--- src/rtl/fifo_ring_ram.sv ---
// Storage ring behind the FIFO output register: one write port, one
// asynchronous read port, so it maps onto distributed RAM.
`ifndef BSV_ASSIGNMENT_DELAY
`define BSV_ASSIGNMENT_DELAY
`endif

module fifo_ring_ram #(
  parameter integer WIDTH = 8,
  parameter integer DEPTH = 3,
  parameter integer AW    = 2
) (
  input  logic             CLK,
  input  logic             we,
  input  logic [AW-1:0]    waddr,
  input  logic [WIDTH-1:0] wdata,
  input  logic [AW-1:0]    raddr,
  output logic [WIDTH-1:0] rdata
);

  logic [WIDTH-1:0] mem_q [DEPTH];

`ifndef BSV_NO_INITIAL_BLOCKS
  localparam logic [2*WIDTH-1:0] AA_REP = {WIDTH{2'b10}};
  localparam logic [WIDTH-1:0]   AA_PAT = AA_REP[WIDTH-1:0];
  initial begin
    for (int i = 0; i < DEPTH; i++) mem_q[i] = AA_PAT;
  end
`endif

  // Single write port: at most one entry written per cycle.
  always @(posedge CLK) begin
    if (we) mem_q[waddr] <= `BSV_ASSIGNMENT_DELAY wdata;
  end

  assign rdata = mem_q[raddr];

endmodule

--- src/rtl/sized_fifol_level.sv ---
// Sized FIFO with a registered output stage, loopy FULL_N, a registered
// occupancy count with almost-full flag, and sticky overflow/underflow flags.
`ifndef BSV_ASSIGNMENT_DELAY
`define BSV_ASSIGNMENT_DELAY
`endif

module sized_fifol_level #(
  parameter integer p1width      = 8,
  parameter integer p2depth      = 4,
  parameter integer p3cntr_width = 2,
  parameter integer p4lvl_width  = 3,
  parameter integer p5afull      = p2depth - 1
) (
  input  logic                   CLK,
  input  logic                   RST_N,
  input  logic                   CLR,
  input  logic [p1width-1:0]     D_IN,
  input  logic                   ENQ,
  output logic                   FULL_N,
  output logic [p1width-1:0]     D_OUT,
  input  logic                   DEQ,
  output logic                   EMPTY_N,
  output logic [p4lvl_width-1:0] LEVEL,
  output logic                   AFULL,
  output logic                   OVF,
  output logic                   UNF
);

  localparam integer RING_DEPTH = p2depth - 1;
  localparam logic [p3cntr_width-1:0] PTR_LAST  = p3cntr_width'(p2depth - 2);
  localparam logic [p4lvl_width-1:0]  LVL_MAX   = p4lvl_width'(p2depth);
  localparam logic [p4lvl_width-1:0]  AFULL_LVL = p4lvl_width'(p5afull);

  function automatic logic [p3cntr_width-1:0] ptr_inc(input logic [p3cntr_width-1:0] p);
    return (p == PTR_LAST) ? '0 : p + 1'b1;
  endfunction

  logic [p1width-1:0]      d_out_q, d_out_d;
  logic                    empty_n_q, empty_n_d;
  logic [p3cntr_width-1:0] head_q, head_d;
  logic [p3cntr_width-1:0] tail_q, tail_d;
  logic                    ring_full_q, ring_full_d;
  logic                    ring_empty_q, ring_empty_d;
  logic [p4lvl_width-1:0]  level_q, level_d;
  logic                    afull_q, afull_d;
  logic                    ovf_q, ovf_d;
  logic                    unf_q, unf_d;

  logic                    full_n;
  logic                    enq_ok, deq_ok;
  logic                    ring_we;
  logic [p1width-1:0]      ring_rdata;
  logic [p3cntr_width-1:0] head_inc, tail_inc;

  fifo_ring_ram #(
    .WIDTH (p1width),
    .DEPTH (RING_DEPTH),
    .AW    (p3cntr_width)
  ) u_ring (
    .CLK   (CLK),
    .we    (ring_we && RST_N),
    .waddr (tail_q),
    .wdata (D_IN),
    .raddr (head_q),
    .rdata (ring_rdata)
  );

  // Loopy full: a simultaneous dequeue frees the slot the enqueue needs.
  assign full_n   = (level_q != LVL_MAX) || DEQ;
  assign enq_ok   = ENQ && full_n;
  assign deq_ok   = DEQ && empty_n_q;
  assign head_inc = ptr_inc(head_q);
  assign tail_inc = ptr_inc(tail_q);

  // Next-state: clear, then output-register / ring moves and level update.
  always_comb begin
    d_out_d      = d_out_q;
    empty_n_d    = empty_n_q;
    head_d       = head_q;
    tail_d       = tail_q;
    ring_full_d  = ring_full_q;
    ring_empty_d = ring_empty_q;
    level_d      = level_q;
    afull_d      = afull_q;
    ovf_d        = ovf_q;
    unf_d        = unf_q;
    ring_we      = 1'b0;
    if (CLR) begin
      empty_n_d    = 1'b0;
      head_d       = '0;
      tail_d       = '0;
      ring_full_d  = 1'b0;
      ring_empty_d = 1'b1;
      level_d      = '0;
      afull_d      = 1'b0;
      ovf_d        = 1'b0;
      unf_d        = 1'b0;
    end else begin
      if (ENQ && !full_n)    ovf_d = 1'b1;
      if (DEQ && !empty_n_q) unf_d = 1'b1;
      case ({enq_ok, deq_ok})
        2'b10: begin
          if (!empty_n_q) begin
            d_out_d   = D_IN;
            empty_n_d = 1'b1;
          end else if (!ring_full_q) begin
            ring_we      = 1'b1;
            tail_d       = tail_inc;
            ring_empty_d = 1'b0;
            ring_full_d  = (tail_inc == head_q);
          end
        end
        2'b01: begin
          if (ring_empty_q) begin
            empty_n_d = 1'b0;
          end else begin
            d_out_d      = ring_rdata;
            head_d       = head_inc;
            ring_full_d  = 1'b0;
            ring_empty_d = (head_inc == tail_q);
          end
        end
        2'b11: begin
          if (ring_empty_q) begin
            d_out_d = D_IN;
          end else begin
            ring_we = 1'b1;
            tail_d  = tail_inc;
            d_out_d = ring_rdata;
            head_d  = head_inc;
          end
        end
        default: ;
      endcase
      if (enq_ok && !deq_ok && level_q != LVL_MAX)
        level_d = level_q + 1'b1;
      else if (deq_ok && !enq_ok && level_q != '0)
        level_d = level_q - 1'b1;
      afull_d = (level_d >= AFULL_LVL);
    end
  end

  // Control state: synchronous active-low reset wins over everything.
  always_ff @(posedge CLK) begin
    if (!RST_N) begin
      empty_n_q    <= `BSV_ASSIGNMENT_DELAY 1'b0;
      head_q       <= `BSV_ASSIGNMENT_DELAY '0;
      tail_q       <= `BSV_ASSIGNMENT_DELAY '0;
      ring_full_q  <= `BSV_ASSIGNMENT_DELAY 1'b0;
      ring_empty_q <= `BSV_ASSIGNMENT_DELAY 1'b1;
      level_q      <= `BSV_ASSIGNMENT_DELAY '0;
      afull_q      <= `BSV_ASSIGNMENT_DELAY (p5afull == 0);
      ovf_q        <= `BSV_ASSIGNMENT_DELAY 1'b0;
      unf_q        <= `BSV_ASSIGNMENT_DELAY 1'b0;
    end else begin
      empty_n_q    <= `BSV_ASSIGNMENT_DELAY empty_n_d;
      head_q       <= `BSV_ASSIGNMENT_DELAY head_d;
      tail_q       <= `BSV_ASSIGNMENT_DELAY tail_d;
      ring_full_q  <= `BSV_ASSIGNMENT_DELAY ring_full_d;
      ring_empty_q <= `BSV_ASSIGNMENT_DELAY ring_empty_d;
      level_q      <= `BSV_ASSIGNMENT_DELAY level_d;
      afull_q      <= `BSV_ASSIGNMENT_DELAY afull_d;
      ovf_q        <= `BSV_ASSIGNMENT_DELAY ovf_d;
      unf_q        <= `BSV_ASSIGNMENT_DELAY unf_d;
    end
  end

`ifndef BSV_NO_INITIAL_BLOCKS
  localparam logic [2*p1width-1:0] AA_REP = {p1width{2'b10}};
  localparam logic [p1width-1:0]   AA_PAT = AA_REP[p1width-1:0];
  initial d_out_q = AA_PAT;
`endif

  // Output data register: never reset, only meaningful while EMPTY_N is high.
  always @(posedge CLK) begin
    d_out_q <= `BSV_ASSIGNMENT_DELAY d_out_d;
  end

  assign FULL_N  = full_n;
  assign D_OUT   = d_out_q;
  assign EMPTY_N = empty_n_q;
  assign LEVEL   = level_q;
  assign AFULL   = afull_q;
  assign OVF     = ovf_q;
  assign UNF     = unf_q;

`ifndef SYNTHESIS
  initial begin
    if (p2depth < 3 || p3cntr_width < $clog2(p2depth - 1) ||
        p4lvl_width < $clog2(p2depth + 1) || p5afull < 1 || p5afull > p2depth) begin
      $display("Error: %m: illegal parameters depth=%0d cntr_width=%0d lvl_width=%0d afull=%0d",
               p2depth, p3cntr_width, p4lvl_width, p5afull);
      $finish;
    end
  end

  // Usage warnings for protocol violations by the surrounding logic.
  always @(posedge CLK) begin
    if (RST_N && !CLR) begin
      if (ENQ && !full_n)    $display("Warning: %m: enqueue to full fifo");
      if (DEQ && !empty_n_q) $display("Warning: %m: dequeue from empty fifo");
    end
  end
`endif

endmodule

--- config.mk ---
export PLATFORM = sky130hd
export DESIGN_NAME = sized_fifol_level
export DESIGN_NICKNAME = d
export VERILOG_FILES = /design/src/rtl/fifo_ring_ram.sv /design/src/rtl/sized_fifol_level.sv
export SDC_FILE = /design/constraint.sdc
export NUM_CORES = 1
export LEC_CHECK = 0
export BUFFER_PORTS_ARGS = -buffer_cell sky130_fd_sc_hd__buf_2
export CAP_MARGIN = 30
export CORE_MARGIN = 5
export CORE_UTILIZATION = 40
export DETAILED_ROUTE_END_ITERATION = 8
export SYNTH_ARGS = -nofsm -noshare
export SYNTH_HDL_FRONTEND = slang
export SYNTH_SLANG_ARGS = --single-unit
export TNS_END_PERCENT = 10
--- constraint.sdc ---
create_clock -name CLK -period 4.25 [get_ports CLK]
set_input_delay 0 -clock CLK [delete_from_list [all_inputs] [get_ports CLK]]
set_output_delay 0 -clock CLK [all_outputs]
set_load 0.005 [all_outputs]
[Word-level counts from Yosys, hierarchy flattened]
Memories as Yosys holds them, arrays and structs flattened. A register that Yosys moved wholly into a read port is not among the register bits.
Index checks and enable logic that the tools add are counted.
Word-level totals
  bits in writable memories: 24
  flip-flop bits (word level): 21
  output and inout bits: 16
  word-level logic and storage cells: 91
  memories: 1
  bits of input ports: 13
Cells by class
  order comparisons: 1
  eq/ne operators: 14
  reduce and logical (&&, ||, !) cells: 26
  bitwise gates (word level): 3
  multiplexer cells: 32
  add/sub/neg operators: 4
Memory list
  u_ring.mem_q: words 3, width 8, rd ports 1, clocked after memory_dff 1, write ports 1, line fifo_ring_ram.sv:20  | logic [WIDTH-1:0] mem_q [DEPTH];
Operators with widths (number)
  $mux 8: 3
  $pmux 8 s3: 1
  $mux 2: 7
  $mux 1: 13
  $ne 2x2->1 const B: 6
  $logic_and 1x1->1: 9
  $mux 3: 3
  $eq 2x2->1 const B: 4
  $pmux 1 s2: 4
  $reduce_and 4->1: 2
  $reduce_and 3->1: 2
  $reduce_bool 3->1: 2
  $add 2x1->2 const B: 2
  $eq 2x2->1: 2
  $logic_not 1->1: 4
  $pmux 2 s2: 1
  $reduce_and 2->1: 2
  $reduce_bool 2->1: 2
  $reduce_or 2->1: 2
  $add 3x1->3 const B: 1
  $ge 3x2->1 const B: 1
  $ne 3x3->1 const B: 1
  $not 1->1: 3
  $sub 3x1->3 const B: 1
  other kinds (2): 2

[Depth between registers and ports, before layout]
  depth after elaboration: 10
  mapped depth: 14
  mapped depth without buffers: 13

[Modules after synthesis]
From an unflattened synthesis, not the netlist that was laid out.
Unflattened totals
  cells, all modules: 171
  area, all modules: 2047.0 µm²
Modules (own cells, without submodules)
  sized_fifol_level: instances 1, area an instance 1128.6 µm², seq. area each 500.5 µm², cells each 118
  fifo_ring_ram: instances 1, area an instance 918.4 µm², seq. area each 720.7 µm², cells each 53

[Worst setup path after synthesis]
No wires, ideal clock.
  path type: flip-flop to flip-flop
  start point: register level_q[1], in the netlist LEVEL[1]
  end point: memory u_ring.mem_q[2][0], enable pin
  arrival: 2293 ps
  setup slack: 1571 ps
  buffers on the path: 1
  library setup time: 385 ps
  cell stages (with the launch flop): 14
  clock period less this slack: 2679 ps
  required time: 3865 ps
  cells stage by stage: dfxtp_1 -> inv_1 -> ha_1 -> nand2_1 -> nor2_1 -> inv_1 -> nand2_1 -> inv_1 -> ha_1 -> buf_6 -> nand2_1 -> nor2_1 -> o21ai_0 -> nor3b_1
On the way
  word-level cells in the longest chain between the ends: 9
  elaborated cells between the ends (all ways): 10
  those cells by class: eq/ne (3); mux (4); reduce/logical (3)
RTL lines
  start: declaration: line sized_fifol_level.sv:44  | logic [p4lvl_width-1:0] level_q, level_d;
  start signal: assignment: line sized_fifol_level.sv:151  | level_q <= `BSV_ASSIGNMENT_DELAY '0;
  start signal: assignment: line sized_fifol_level.sv:161  | level_q <= `BSV_ASSIGNMENT_DELAY level_d;
  $ne 3x3->1 *: line sized_fifol_level.sv:69  | assign full_n = (level_q != LVL_MAX) || DEQ;
  $logic_or 1x1->1 *: line sized_fifol_level.sv:69
  via FULL_N: line sized_fifol_level.sv:19  | output logic FULL_N,
  $logic_and 1x1->1 *: line sized_fifol_level.sv:70  | assign enq_ok = ENQ && full_n;
  $eq 2x2->1: line sized_fifol_level.sv:101  | case ({enq_ok, deq_ok})
  $pmux 1 s2 *: line sized_fifol_level.sv:101
  $mux 1 *: line sized_fifol_level.sv:88  | if (CLR) begin
  $logic_and 1x1->1 *: line sized_fifol_level.sv:61  | .we (ring_we && RST_N),
  $mux 1 * (2 in a row): line fifo_ring_ram.sv:32  | if (we) mem_q[waddr] <= `BSV_ASSIGNMENT_DELAY wdata;
  end: declaration: line fifo_ring_ram.sv:20
Mark *: on every way through the listed nets, which the timed path passes. The rest lies on a longest branch.

[Worst setup path after layout]
  start point: register level_q[1], in the netlist LEVEL[1]
  end point: memory u_ring.mem_q[1][4], enable pin
On the way
  word-level cells in the longest chain between the ends: 9
  elaborated cells between the ends (all ways): 10
  those cells by class: eq/ne (3); mux (4); reduce/logical (3)
RTL lines (line)
  $ne 3x3->1 *: sized_fifol_level.sv:69
  $logic_or 1x1->1 *: sized_fifol_level.sv:69
  $logic_and 1x1->1 *: sized_fifol_level.sv:70
  $eq 2x2->1: sized_fifol_level.sv:101
  $pmux 1 s2 *: sized_fifol_level.sv:101
  $mux 1 *: sized_fifol_level.sv:88
  $logic_and 1x1->1 *: sized_fifol_level.sv:61
  $mux 1 * (2 in a row): fifo_ring_ram.sv:32
Mark *: on every way between the ends. The rest lies on a longest branch, timed or not.

==> impl_metrics.py <==
metrics = {
    "run_status": {
        "status": "finished clean",
    },
    "timing": {
        "layout_setup_ws_ns": 1.451,
        "maxSlewHeadroom": 0.5438,
        "worst_pin_slew_ns": 0.6830,
        "minimum_clock_period_ns": 2.799,
        "final_min_period_over_clock_period": 0.6586,
        "final_hold_viol_count": 0,
        "grt_setup_unrepaired": "false",
        "finClkSkew_ns": 0.002361,
        "timing_max_transition_violations_final": 0,
        "finalSetupTns_ns": 0,
        "report.final.setup_viol": 0,
        "achievable-frequency_ghz": 0.3573,
    },
    "power_and_ir_drop": {
        "power_frac_clock": 0.308,
        "seq_power_share": 0.614,
        "power.density_nw_per_um2": 326.9,
        "p_switching_mw": 0.1762,
        "power_switching_share": 0.2166,
        "irDropWorstVdd_uv": 144.4,
        "internal_pwr_total_mw": 0.6374,
        "power.leakage_nw": 0.9495,
        "share_comb_of_total_power": 0.077,
    },
    "floorplanning": {
        "std_cell_rows": 26,
        "die_w_um": 82.23,
        "die_y_um": 82.23,
        "floorplan.initialDensity": 0.4112,
        "core_area_um2": 5075,
        "floorplan.die_area_um2": 6762,
        "design.portCount": 29,
    },
    "layout": {
        "seq_area_um2": 1261,
        "insertedDiodeCount": 0,
        "multiInputGateArea_um2": 760.7,
        "fin_nets": 249,
        "drive_gt1_frac": 0.1652,
        "area_delta_synth_final_pct": 19.24,
        "fillers": 464,
    },
    "drt": {
        "wl_per_cell_um": 13.27,
        "vias": 1439,
        "drtAntennaViolNets": 0,
        "drt-vias-per-instance": 4.797,
        "drcViolationCount": 0,
        "detail_route.first_pass.iterations": 4,
        "postRouteWirelength_um": 3982,
        "drt_iter0_markers": 99,
    },
    "setup_path": {
        "cp_slowest_cell": "nor2b_1",
        "worst-path-buf-inv": 3,
        "worstPathRequired_ns": 4.18,
        "criticalPathCategory": "reg2reg",
        "critical_path.cell_chain": "inv_1, ha_1, nand2_1, nor2_1, inv_1, nand2_1, inv_1, ha_1, nand2_1, nor2_1, o21ai_0, nor2b_1",
        "max_stage_delay_ns": 0.57,
        "number_of_cells_traversed_by_the_worst_register_to_register_path": 12,
        "cp_launch_type": "flop",
        "path_delay_family": "simple AND/OR/NAND/NOR gates",
        "sort_of_element_at_the_end_of_the_critical_path": "flop",
        "critical_path_cell_count": 12,
        "critical_path.max_fanout": 10,
        "critPathArrivalTime_ns": 2.73,
    },
    "run": {
        "max_cap_viol": 0,
    },
    "yosys": {
        "synth_area_leaders": "edfxtp_1 (46%), dfxtp_1 (14%), mux2i_1 (4.8%)",
        "synth_top_area_frac": 0.4604,
        "post-synth-top-area-cell": "edfxtp_1",
        "syn_nets": 208,
        "synth_async_sr_flop_share": 0,
        "synth.avg_cell_area_um2": 11.10,
        "syn_inst": 188,
        "synthDistinctLibCells": 34,
        "synth.top_cells.by_count": "edfxtp_1 (32), nand2_1 (23), nor2_1 (22)",
        "number_of_synthesized_flops_with_an_enable_pin": 32,
        "synth_most_common_cell": "edfxtp_1",
        "netlist_area_um2": 2087,
        "synthesis.yosys.warnings": 0,
        "ys_dominant_reg_cell": "edfxtp_1",
        "total_of_flip_flops_plus_latches_after_synthesis": 47,
        "seq_area_frac_synth": 0.6043,
    },
    "cts": {
        "clock-sinks": 47,
        "htree_levels": 2,
        "cts.repair.resized": 0,
        "numCtsBuffers": 5,
        "clkSlewWorstSetupHoldPaths_ns": 0.08,
        "tritoncts": "yes",
        "cts-root-to-sink-buffers": 2,
        "post-cts-setup-buffer-count": 0,
        "worstSkewPairLatency_ns": 0.29,
        "clock_tree.root_cell": "clkbuf_8",
    },
    "hold_path": {
        "hold_path.class": "in2reg",
        "hold_path_depth": 3,
    },
    "grt": {
        "grt_first_pass_wirelength_um": 6596,
        "groute.usage.overall": 0.1309,
        "first_global_vias": 1408,
        "grt-ovfl-total": 0,
        "grt_start_max_net_pins": 17,
        "antenna_found_initial": 0,
    },
    "place": {
        "dpl_worst_slack_ns": 1.467,
        "portBuffers": 28,
        "place_congestion": 0.7822,
        "place.detailed.hpwl_um": 2836,
    },
}
[cell usage in the layout, fill, tap and decap left out, drive strengths merged, types with 2 or more instances in the layout]
master	n
edfxtp	32
buf	31
nand2	23
nor2	22
o21ai	19
dfxtp	15
a21oi	14
dlygate4sd3	11
mux2i	10
inv	7
ha	7
nor2b	6
clkbuf	6
nor3	3
xnor2	3
nand2b	2
a211o	2
clkinv	2
[worst paths after layout]
kind	from	end	slack [ns]
worst min register to register	OVF$_SDFFE_PP0P_	OVF$_SDFFE_PP0P_	0.47
worst min-delay path	RST_N	ring_empty_q$_SDFFE_PP1P_	0.04
worst max-delay path	LEVEL[1]$_SDFF_PP0_	u_ring.mem_q[1][4]$_DFFE_PP_	1.45
worst max register to register	LEVEL[1]$_SDFF_PP0_	u_ring.mem_q[1][4]$_DFFE_PP_	1.45
[metrics by stage]
step / util / total power, mW / instance area [um^2] / instances / hold WS (ns)
after floorplan: - / 0.5436 / 2087 / 188 / 0.09830
after global placement: 0.4529 / 0.5662 / 2298 / 281 / 0.2270
after detailed placement: 0.4529 / 0.5661 / 2298 / 281 / 0.2283
after CTS: 0.4904 / 0.8238 / 2489 / 300 / 0.03137
after global routing: 0.4904 / 0.8549 / 2489 / 300 / 0.04029
final: 0.4904 / 0.8136 / 2489 / 300 / 0.04151
[layer usage]
layer | global-route usage | part of all wire | vias to the layer above
met3 | 0.03362 | 0.047 | 6
met1 | 0.1581 | 0.47 | 649
li1 | - | - | 749
met4 | 0.05482 | 0.016 | 0
met5 | 0 | 0 | -
met2 | 0.2204 | 0.47 | 35
[flip-flops by register name, indices dropped and copies added (netlist names), named ones only]
name and count:
ring_full_q 1, tail_q 2, u_ring.mem_q 24, AFULL 1
EMPTY_N 1, OVF 1, LEVEL 3, UNF 1
D_OUT 8, ring_empty_q 1, head_q 2
[final cells by class]
| cell class | instances | share of cell area |
|---|---|---|
| repair buffers | 42 | 0.1096 |
| flip-flops and latches | 47 | 0.5068 |
| well taps | 70 | 0.03519 |
| inverters | 7 | 0.01056 |
| clock inverters | 2 | 0.003017 |
| clock buffers | 6 | 0.02916 |
| multi-input cells | 126 | 0.3057 |
[cells by family after synthesis]
family / Yosys count / synth area share
muxes: 10 / 0.04796
buffers and inverters: 15 / 0.03117
and+or+nand+nor: 60 / 0.1247
AOI/OAI and AO/OA: 46 / 0.1373
DFF: 47 / 0.6043
adders and majority gates: 7 / 0.04196
xor gates and xnor gates: 3 / 0.01259
[power groups by stage]
stage / sequential (mW) / clock (mW) / combinational, mW
global route: 0.501 / 0.283 / 0.0709
finish: 0.500 / 0.251 / 0.0630
global placement: 0.510 / 0 / 0.0558
detailed placement: 0.511 / 0 / 0.0556
CTS: 0.500 / 0.260 / 0.0638
floorplan: 0.510 / 0 / 0.0336
[repair_timing]
item,CTS,global route
endpoints found under the hold margin,27,0
setup endpoints to repair,0,0
hold buffers,11,0
[worst min-delay path, stage by stage]
cell and delay (ns):
buf_2 0.10, nor2b_1 0.14, o21ai_0 0.07
Power figures use the tool's default switching activity.
